File: src/rtl/vga_timing_gen.sv
// VGA pixel timing: divides the board clock into a pixel enable, runs h/v counters, and emits
// registered coordinates, delayed sync/video flags, line/frame strobes and a frame counter.
module vga_timing_gen #(
  parameter int H_DISPLAY = 640,
  parameter int H_FRONT   = 16,
  parameter int H_PULSE   = 96,
  parameter int H_BACK    = 48,
  parameter int V_DISPLAY = 480,
  parameter int V_FRONT   = 10,
  parameter int V_PULSE   = 2,
  parameter int V_BACK    = 33,
  parameter bit SYNC_POL  = 1'b0,
  parameter int PIPE_DLY  = 1
) (
  input  logic       i_clk_50mhz,
  input  logic       i_reset,
  input  logic       i_enable,
  output logic       o_pix_tick,
  output logic [9:0] o_pixel_x,
  output logic [9:0] o_pixel_y,
  output logic       o_video_on,
  output logic       o_hsync,
  output logic       o_vsync,
  output logic       o_line_start,
  output logic       o_frame_start,
  output logic [7:0] o_frame_count
);

  localparam logic [9:0] H_LAST = 10'(H_DISPLAY + H_FRONT + H_PULSE + H_BACK - 1);
  localparam logic [9:0] V_LAST = 10'(V_DISPLAY + V_FRONT + V_PULSE + V_BACK - 1);
  localparam logic [9:0] H_VIS  = 10'(H_DISPLAY);
  localparam logic [9:0] V_VIS  = 10'(V_DISPLAY);
  localparam logic [9:0] H_SS   = 10'(H_DISPLAY + H_FRONT);
  localparam logic [9:0] H_SE   = 10'(H_DISPLAY + H_FRONT + H_PULSE);
  localparam logic [9:0] V_SS   = 10'(V_DISPLAY + V_FRONT);
  localparam logic [9:0] V_SE   = 10'(V_DISPLAY + V_FRONT + V_PULSE);

  if (PIPE_DLY < 1 || PIPE_DLY > 7) begin : g_bad_pipe_dly
    $error("vga_timing_gen: PIPE_DLY must be in 1..7");
  end

  logic                r_tick;
  logic [9:0]          r_x;
  logic [9:0]          r_y;
  logic [7:0]          r_fcnt;
  logic                r_line;
  logic                r_frame;
  logic [PIPE_DLY-1:0] r_vid_d;
  logic [PIPE_DLY-1:0] r_hs_d;
  logic [PIPE_DLY-1:0] r_vs_d;

  logic       w_upd;
  logic       w_x_wrap;
  logic       w_y_wrap;
  logic [9:0] w_x_nxt;
  logic [9:0] w_y_nxt;
  logic       w_vid;
  logic       w_hs;
  logic       w_vs;

  assign w_upd    = r_tick & i_enable;
  assign w_x_wrap = (r_x == H_LAST);
  assign w_y_wrap = (r_y == V_LAST);
  assign w_x_nxt  = w_x_wrap ? 10'd0 : r_x + 10'd1;
  assign w_y_nxt  = w_x_wrap ? (w_y_wrap ? 10'd0 : r_y + 10'd1) : r_y;

  // Raw decode of the current count; the delay line realigns it with the renderer output.
  assign w_vid = (r_x < H_VIS) && (r_y < V_VIS);
  assign w_hs  = ((r_x >= H_SS) && (r_x < H_SE)) ? SYNC_POL : ~SYNC_POL;
  assign w_vs  = ((r_y >= V_SS) && (r_y < V_SE)) ? SYNC_POL : ~SYNC_POL;

  always_ff @(posedge i_clk_50mhz or posedge i_reset) begin
    if (i_reset) begin
      r_tick <= 1'b0;
    end else begin
      r_tick <= ~r_tick;
    end
  end

  always_ff @(posedge i_clk_50mhz or posedge i_reset) begin
    if (i_reset) begin
      r_x     <= '0;
      r_y     <= '0;
      r_fcnt  <= '0;
      r_line  <= 1'b0;
      r_frame <= 1'b0;
    end else begin
      r_line  <= w_upd & w_x_wrap;
      r_frame <= w_upd & w_x_wrap & w_y_wrap;
      if (w_upd) begin
        r_x <= w_x_nxt;
        r_y <= w_y_nxt;
        if (w_x_wrap && w_y_wrap) begin
          r_fcnt <= r_fcnt + 8'd1;
        end
      end
    end
  end

  always_ff @(posedge i_clk_50mhz or posedge i_reset) begin
    if (i_reset) begin
      r_vid_d <= '0;
      r_hs_d  <= {PIPE_DLY{~SYNC_POL}};
      r_vs_d  <= {PIPE_DLY{~SYNC_POL}};
    end else if (w_upd) begin
      r_vid_d[0] <= w_vid;
      r_hs_d[0]  <= w_hs;
      r_vs_d[0]  <= w_vs;
      for (int i = 1; i < PIPE_DLY; i++) begin
        r_vid_d[i] <= r_vid_d[i-1];
        r_hs_d[i]  <= r_hs_d[i-1];
        r_vs_d[i]  <= r_vs_d[i-1];
      end
    end
  end

  assign o_pix_tick    = r_tick;
  assign o_pixel_x     = r_x;
  assign o_pixel_y     = r_y;
  assign o_video_on    = r_vid_d[PIPE_DLY-1];
  assign o_hsync       = r_hs_d[PIPE_DLY-1];
  assign o_vsync       = r_vs_d[PIPE_DLY-1];
  assign o_line_start  = r_line;
  assign o_frame_start = r_frame;
  assign o_frame_count = r_fcnt;

endmodule

File: config.mk
export PLATFORM = sky130hd
export DESIGN_NAME = vga_timing_gen
export DESIGN_NICKNAME = d
export VERILOG_FILES = /design/src/rtl/vga_timing_gen.sv
export SDC_FILE = /design/constraint.sdc
export NUM_CORES = 1
export LEC_CHECK = 0
export CAP_MARGIN = 20
export CORE_ASPECT_RATIO = 2
export CORE_MARGIN = 2
export CORE_UTILIZATION = 45
export DETAILED_ROUTE_END_ITERATION = 12
export PLACE_DENSITY = 0.77
export SLEW_MARGIN = 20
export SYNTH_ARGS = -nofsm -noshare
export SYNTH_HDL_FRONTEND = slang
export SYNTH_SLANG_ARGS = --single-unit
File: constraint.sdc
create_clock -name i_clk_50mhz -period 1.68 [get_ports i_clk_50mhz]
set_input_delay 0.252 -clock i_clk_50mhz [delete_from_list [all_inputs] [get_ports i_clk_50mhz]]
set_output_delay 0.252 -clock i_clk_50mhz [all_outputs]
set_load 0.005 [all_outputs]
Word level (Yosys, flattened, before mapping). Index checks and enable logic that the tools add are counted.

Flip-flop bits (word level): 34. Latch bits: 0. Memory bits (writable): 0. ROM bits: 0. Input bits: 3. Output and inout bits: 34. Word-level logic and storage cells: 34. Memories: 0.

Add/subtract/negate cells: 3. $mul: 0. Divide/modulo/power cells: 0. $lt $le $gt $ge: 6. Equal/unequal tests: 2. Shift operators: 0. Mux-type cells: 4. Bitwise operators: 4. Reductions and logical operators: 6.

Operator list (number): adder 10 x 1 -> 10 bit, second input constant (2); equality test 10 bit, second input constant (2); < comparator 10 bit, second input constant (2); < comparator 10 x 9 -> 1 bit, second input constant (2); 2-to-1 mux 10 bit (2); greater-or-equal comparator 10 bit, second input constant (1); greater-or-equal comparator 10 x 9 -> 1 bit, second input constant (1); adder 8 x 1 -> 8 bit, second input constant (1); logical AND 1 bit (4); AND reduction 2 bit (2); bitwise AND 1 bit (3); 2-to-1 mux 1 bit (2); inverter 1 bit (1).

Depth between registers and ports, before layout.
Word-level depth: 3. Gate-level depth with buffers: 7. Depth with buffers taken out: 6.

Least setup slack after synthesis. OpenSTA, ideal clock, no wires.

Kind: reg-to-reg. Start point: reg r_x[0] (netlist: o_pixel_x[0]). End point: reg r_fcnt[1] (netlist: o_frame_count[1]). Setup time: 0.125 ns. Data arrival time: 1.480 ns. Required time: 1.555 ns. Setup slack: 0.075 ns. Stages on the path, launching flop included: 6. Buffers on the path: 0. Period minus slack after synthesis: 1.605 ns. Cell sequence: dfrtp_1 > ha_1 > and4bb_4 > nand3_4 > nor2_4 > mux2_2.

Word-level cells in the longest chain between the ends: 3.

Ends and longest elaborated chain: start, declared (line 43) `logic [9:0] r_x;`; start signal, assigned (line 91) `r_x <= w_x_nxt;`; equality test 10 bit (line 62) `assign w_x_wrap = (r_x == H_LAST);`; logical AND 1 bit (line 93) `if (w_x_wrap && w_y_wrap) begin`; AND reduction 2 bit (no source line); end signal, assigned (line 94) `r_fcnt <= r_fcnt + 8'd1;`; end, declared (line 45) `logic [7:0] r_fcnt;`.

No other way between the ends. A chain may end at the register's enable or synchronous reset.

Worst setup path after layout.
Start point: reg r_y[0] (netlist: o_pixel_y[0]). End point: reg r_fcnt[1] (netlist: o_frame_count[1]).

Word-level cells in the longest chain between the ends: 3.

Ends and longest elaborated chain: start, declared (line 44) `logic [9:0] r_y;`; start signal, assigned (line 92) `r_y <= w_y_nxt;`; equality test 10 bit (line 63) `assign w_y_wrap = (r_y == V_LAST);`; logical AND 1 bit (line 93); AND reduction 2 bit (no source line).

No other way between the ends.

==> flow_results.org <==
** Clock network
- Clock buffers created by TritonCTS :: 5
- After clock tree synthesis, the clock-pin slew on the worst setup and hold paths is 0.07 ns.
- Clock sink count :: 34
- # H-tree levels :: 2
- Buffer levels on the longest clock path :: 2
- Hold-fix buffers, CTS :: 0
- Skew-Pair Late Insertion Delay :: 0.29 ns
- TritonCTS built the clock tree.
- Root buffer cell :: sky130_fd_sc_hd__clkbuf_8

** Floorplan
- Once the floorplan was initialized, standard cells occupied 46.4% of the core.
- Count of standard-cell rows :: 31
- Die width :: 47.1 um
- Number of top-level pins :: 37
- The total area inside the core boundary comes to 3610 sq um.
- The die covers 4260 sq um.
- Height of the chip :: 90.3 um

** Synthesis
- Primary flip-flop cell chosen by synthesis mapping :: sky130_fd_sc_hd__dfrtp_1
- In this run, distinct cell masters in the synthesized netlist total 35.
- The top cell type by area accounts for 47.8% of the synthesized area.
- After synthesis the netlist holds a flip-flop and latch count of 34.
- The cell count after synthesis came out at 159.
- Synth warnings :: 0
- The commonest cells after synthesis are sky130_fd_sc_hd__dfrtp_1 (32), sky130_fd_sc_hd__nand2_1 (15), sky130_fd_sc_hd__xor2_1 (13).
- Largest cells by area after synthesis :: sky130_fd_sc_hd__dfrtp_1 (48%), sky130_fd_sc_hd__xor2_1 (6.8%), sky130_fd_sc_hd__ha_1 (3.7%)
- The synthesized design contains 0 enable-type register cells.
- Post-synthesis instance area :: 1680 sq um
- Most numerous cell in the Yosys netlist :: sky130_fd_sc_hd__dfrtp_1
- Of the synthesized area, sequential elements account for 50.9%.
- Of all flip-flops after synthesis, the portion carrying an async set or reset was 100%.
- Post-Synthesis Net Count :: 167
- Averaged over all synthesized cells, the footprint is 10.5 sq um.
- Most area-hungry cell type in the Yosys netlist :: sky130_fd_sc_hd__dfrtp_1

** Global routing
- First-pass GRT wire length :: 6780 um
- The number of antenna violations at the first check in global routing is 0.
- Via count of the first global-routing pass :: 1,471
- GRT Residual Overflow :: 0
- Largest net degree at the start of global routing :: 35
- Global-route usage over all layers :: 21.9%

** Flow run
- Across the run, the number of max-cap violations was 0.

** Place
- The number of placed instances, taps included, is 262.
- At the end of routability-driven placement, the weighted congestion stood at 0.904.
- Detailed placement finished with a half-perimeter wire length of 3000 um.
- Port Buffer Count :: 36

** Critical path
- Arrival time at the worst endpoint :: 1.77 ns
- Crit path launch :: o_pixel_y[0]$_DFFE_PP0P_
- STA classifies the critical path endpoint as a flip-flop.
- Worst setup endpoint :: o_frame_count[1]$_DFFE_PP0P_
- Worst path cell trace :: inv_2 > ha_1 > and4bb_1 > nand3_4 > nor2_4 > mux2_2
- The number of cells on the worst reg-to-reg path is 6.
- The setup check on the worst reg-to-reg path leaves a slack of 0.09 ns.
- Worst reg2reg path endpoint :: o_frame_count[1]$_DFFE_PP0P_
- Required time of the critical path :: 1.86 ns
- Critical-path maximum fanout :: 8
- Among all stages on the critical path, the largest delay is contributed by sky130_fd_sc_hd__dfrtp_1.
- The worst setup path is launched from a flip-flop.
- The largest single stage delay on the critical path is 0.39 ns.
- The startpoint identified for the worst register-to-register timing path is o_pixel_y[0]$_DFFE_PP0P_.
- The critical path is of the reg -> reg type.

** Timing
- Pin slew with the least headroom to its limit :: 0.329 ns
- Count of pins over their slew limit :: 0
- Final setup violating endpoints :: 0
- Setup repair after global routing could not meet its margin everywhere.
- Final clock skew :: 0.00513 ns
- The count of final hold-check violations was 0.
- Dividing the final minimum period by the clock period gives 94.5%.
- In this run the tightest slew margin relative to its limit is 77.9%.
- Maximum clock frequency :: 0.630 GHz
- The smallest clock period supported by the final layout is computed as 1.59 ns.

** Run status
- Run status :: completed

** Finish
- The repair_antennas step left the layout with diodes totalling 0.
- Synthesis-to-layout area growth :: 42.2%
- For this run, the number of standard cells in the final layout without fillers is 272.
- Final #Nets :: 230
- Final design utilization :: 66.0%
- Cells with a size suffix above 1 make up 21.1% of the layout.
- Filler cell count :: 286

** Routing
- DRC violations left :: 0
- For this run, the detailed router's first-pass iteration total came to 4.
- Residual antenna-violating net count after detailed routing :: 0
- Post-DR wirelength/cell :: 15.3 um
- Initial drt markers :: 43
- Detailed routing inserted a total of 1,461 vias.
- After detailed routing, the total wire length is 4150 um.
- After detailed routing, the number of vias per cell comes to 5.37.

** Power
- Total power consumption of the routed design :: 1.90 mW
- For this design the static power due to leakage is 1.10 nW.
- For this design the ratio of total power to cell area is 799 nW/um^2.
- The worst-case IR drop observed on VDD is 0.735 mV.

** Hold path
- The worst hold path belongs to the class in -> async.
-- worst max-delay path: cells and delay by family, from the launching register on --
family                   cells  cell delay [ns]
buffers and inverters        1             0.07
AND/OR/NAND/NOR              3             0.56
flip-flops                   1             0.39
multiplexers                 1             0.33
adder cells (fa/ha/maj)      1             0.13
-- state kept, by name (all words and copies together) (netlist names) --
signal,cells
o_frame_count,8
o_frame_start,1
o_hsync,1
o_line_start,1
o_pix_tick,1
o_pixel_x,10
o_pixel_y,10
o_video_on,1
o_vsync,1
-- cells in the final DEF, fill, tap and decap left out, types with 2 or more instances in the layout --
cell type	count
sky130_fd_sc_hd__nand3_1	9
sky130_fd_sc_hd__ha_1	4
sky130_fd_sc_hd__clkbuf_8	5
sky130_fd_sc_hd__nor3_1	7
sky130_fd_sc_hd__buf_4	21
sky130_fd_sc_hd__nor4_4	2
sky130_fd_sc_hd__a21oi_1	2
sky130_fd_sc_hd__xnor2_1	6
sky130_fd_sc_hd__dfstp_2	2
sky130_fd_sc_hd__xor2_1	13
sky130_fd_sc_hd__nand4_1	8
sky130_fd_sc_hd__and2_1	2
sky130_fd_sc_hd__inv_2	3
sky130_fd_sc_hd__inv_1	7
sky130_fd_sc_hd__clkbuf_1	3
sky130_fd_sc_hd__nand2_1	15
sky130_fd_sc_hd__nand3_4	2
sky130_fd_sc_hd__and3_1	3
sky130_fd_sc_hd__o21ai_0	10
sky130_fd_sc_hd__nor2_1	9
sky130_fd_sc_hd__dfrtp_1	32
sky130_fd_sc_hd__clkdlybuf4s50_1	36
sky130_fd_sc_hd__or3_1	3
-- cell families (layout without fill, tap and decap cells) --
kind of cell | Yosys count | in the layout | share of synthesized area [%]
and+or+nand+nor | 70 | 71 | 25.0
AOI/OAI and AO/OA | 15 | 15 | 4.93
adders and majority gates | 5 | 5 | 3.73
DFF | 34 | 34 | 50.9
xor gates and xnor gates | 19 | 19 | 9.93
muxes | 2 | 2 | 1.27
buffers and inverters | 14 | 77 | 4.18
-- worst min-delay path by stage --
| stage | cells past startpoint | slack [ns] | to |
|---|---|---|---|
| floorplan | 1 | 0.39 | o_frame_count[0]$_DFFE_PP0P_ |
| global placement | 1 | 0.47 | o_frame_count[7]$_DFFE_PP0P_ |
| detailed placement | 1 | 0.47 | o_frame_count[7]$_DFFE_PP0P_ |
| CTS | 3 | 0.32 | o_frame_start$_DFF_PP0_ |
| global route | 3 | 0.33 | o_pixel_x[1]$_DFFE_PP0P_ |
| finish | 3 | 0.31 | o_frame_start$_DFF_PP0_ |
-- through the flow --
stage	hold WS (ns)	area [sq um]	TNS [ns]	setup WS (ns)
2_1_floorplan	0.392	1680	0	0.0748
3_3_place_gp	0.466	2240	-0.806	-0.120
3_5_place_dp	0.471	2240	-1.44	-0.156
4_1_cts	0.317	2340	0	0.00520
5_1_grt	0.332	2380	-0.0283	-0.0203
6_report	0.305	2380	0	0.0923
-- cell type report --
| type | instances | area, sq um | share of cell area [%] |
|---|---|---|---|
| Multi-Input combinational cell | 112 | 801 | 33.6 |
| Inverter | 10 | 37.5 | 1.58 |
| Sequential cell | 34 | 853 | 35.8 |
| Timing Repair Buffer | 59 | 549 | 23.1 |
| Clock buffer | 8 | 80.1 | 3.36 |
| Tap cell | 49 | 61.3 | 2.57 |
-- repair_timing --
action	4_1_cts	5_1_grt
gates resized for setup	2	9
setup buffers	0	1
pin swaps	0	6
endpoints found under the setup margin	1	13
cloned	0	1
-- where the power goes --
group          switching [mW]  internal [mW]  total [mW]
combinational           0.186          0.217       0.403
sequential             0.0427          0.873       0.915
clock                   0.290          0.294       0.584
total                   0.518           1.38        1.90
-- routing by layer --
layer	GRT usage, %	up-vias	share of wire (%)
li1	-	675	-
met1	25.5	716	37
met2	34.8	62	56
met3	6.00	8	4.9
met4	10.9	0	2.4
met5	0	-	0
Note: power is estimated with default switching activity, not from simulation.
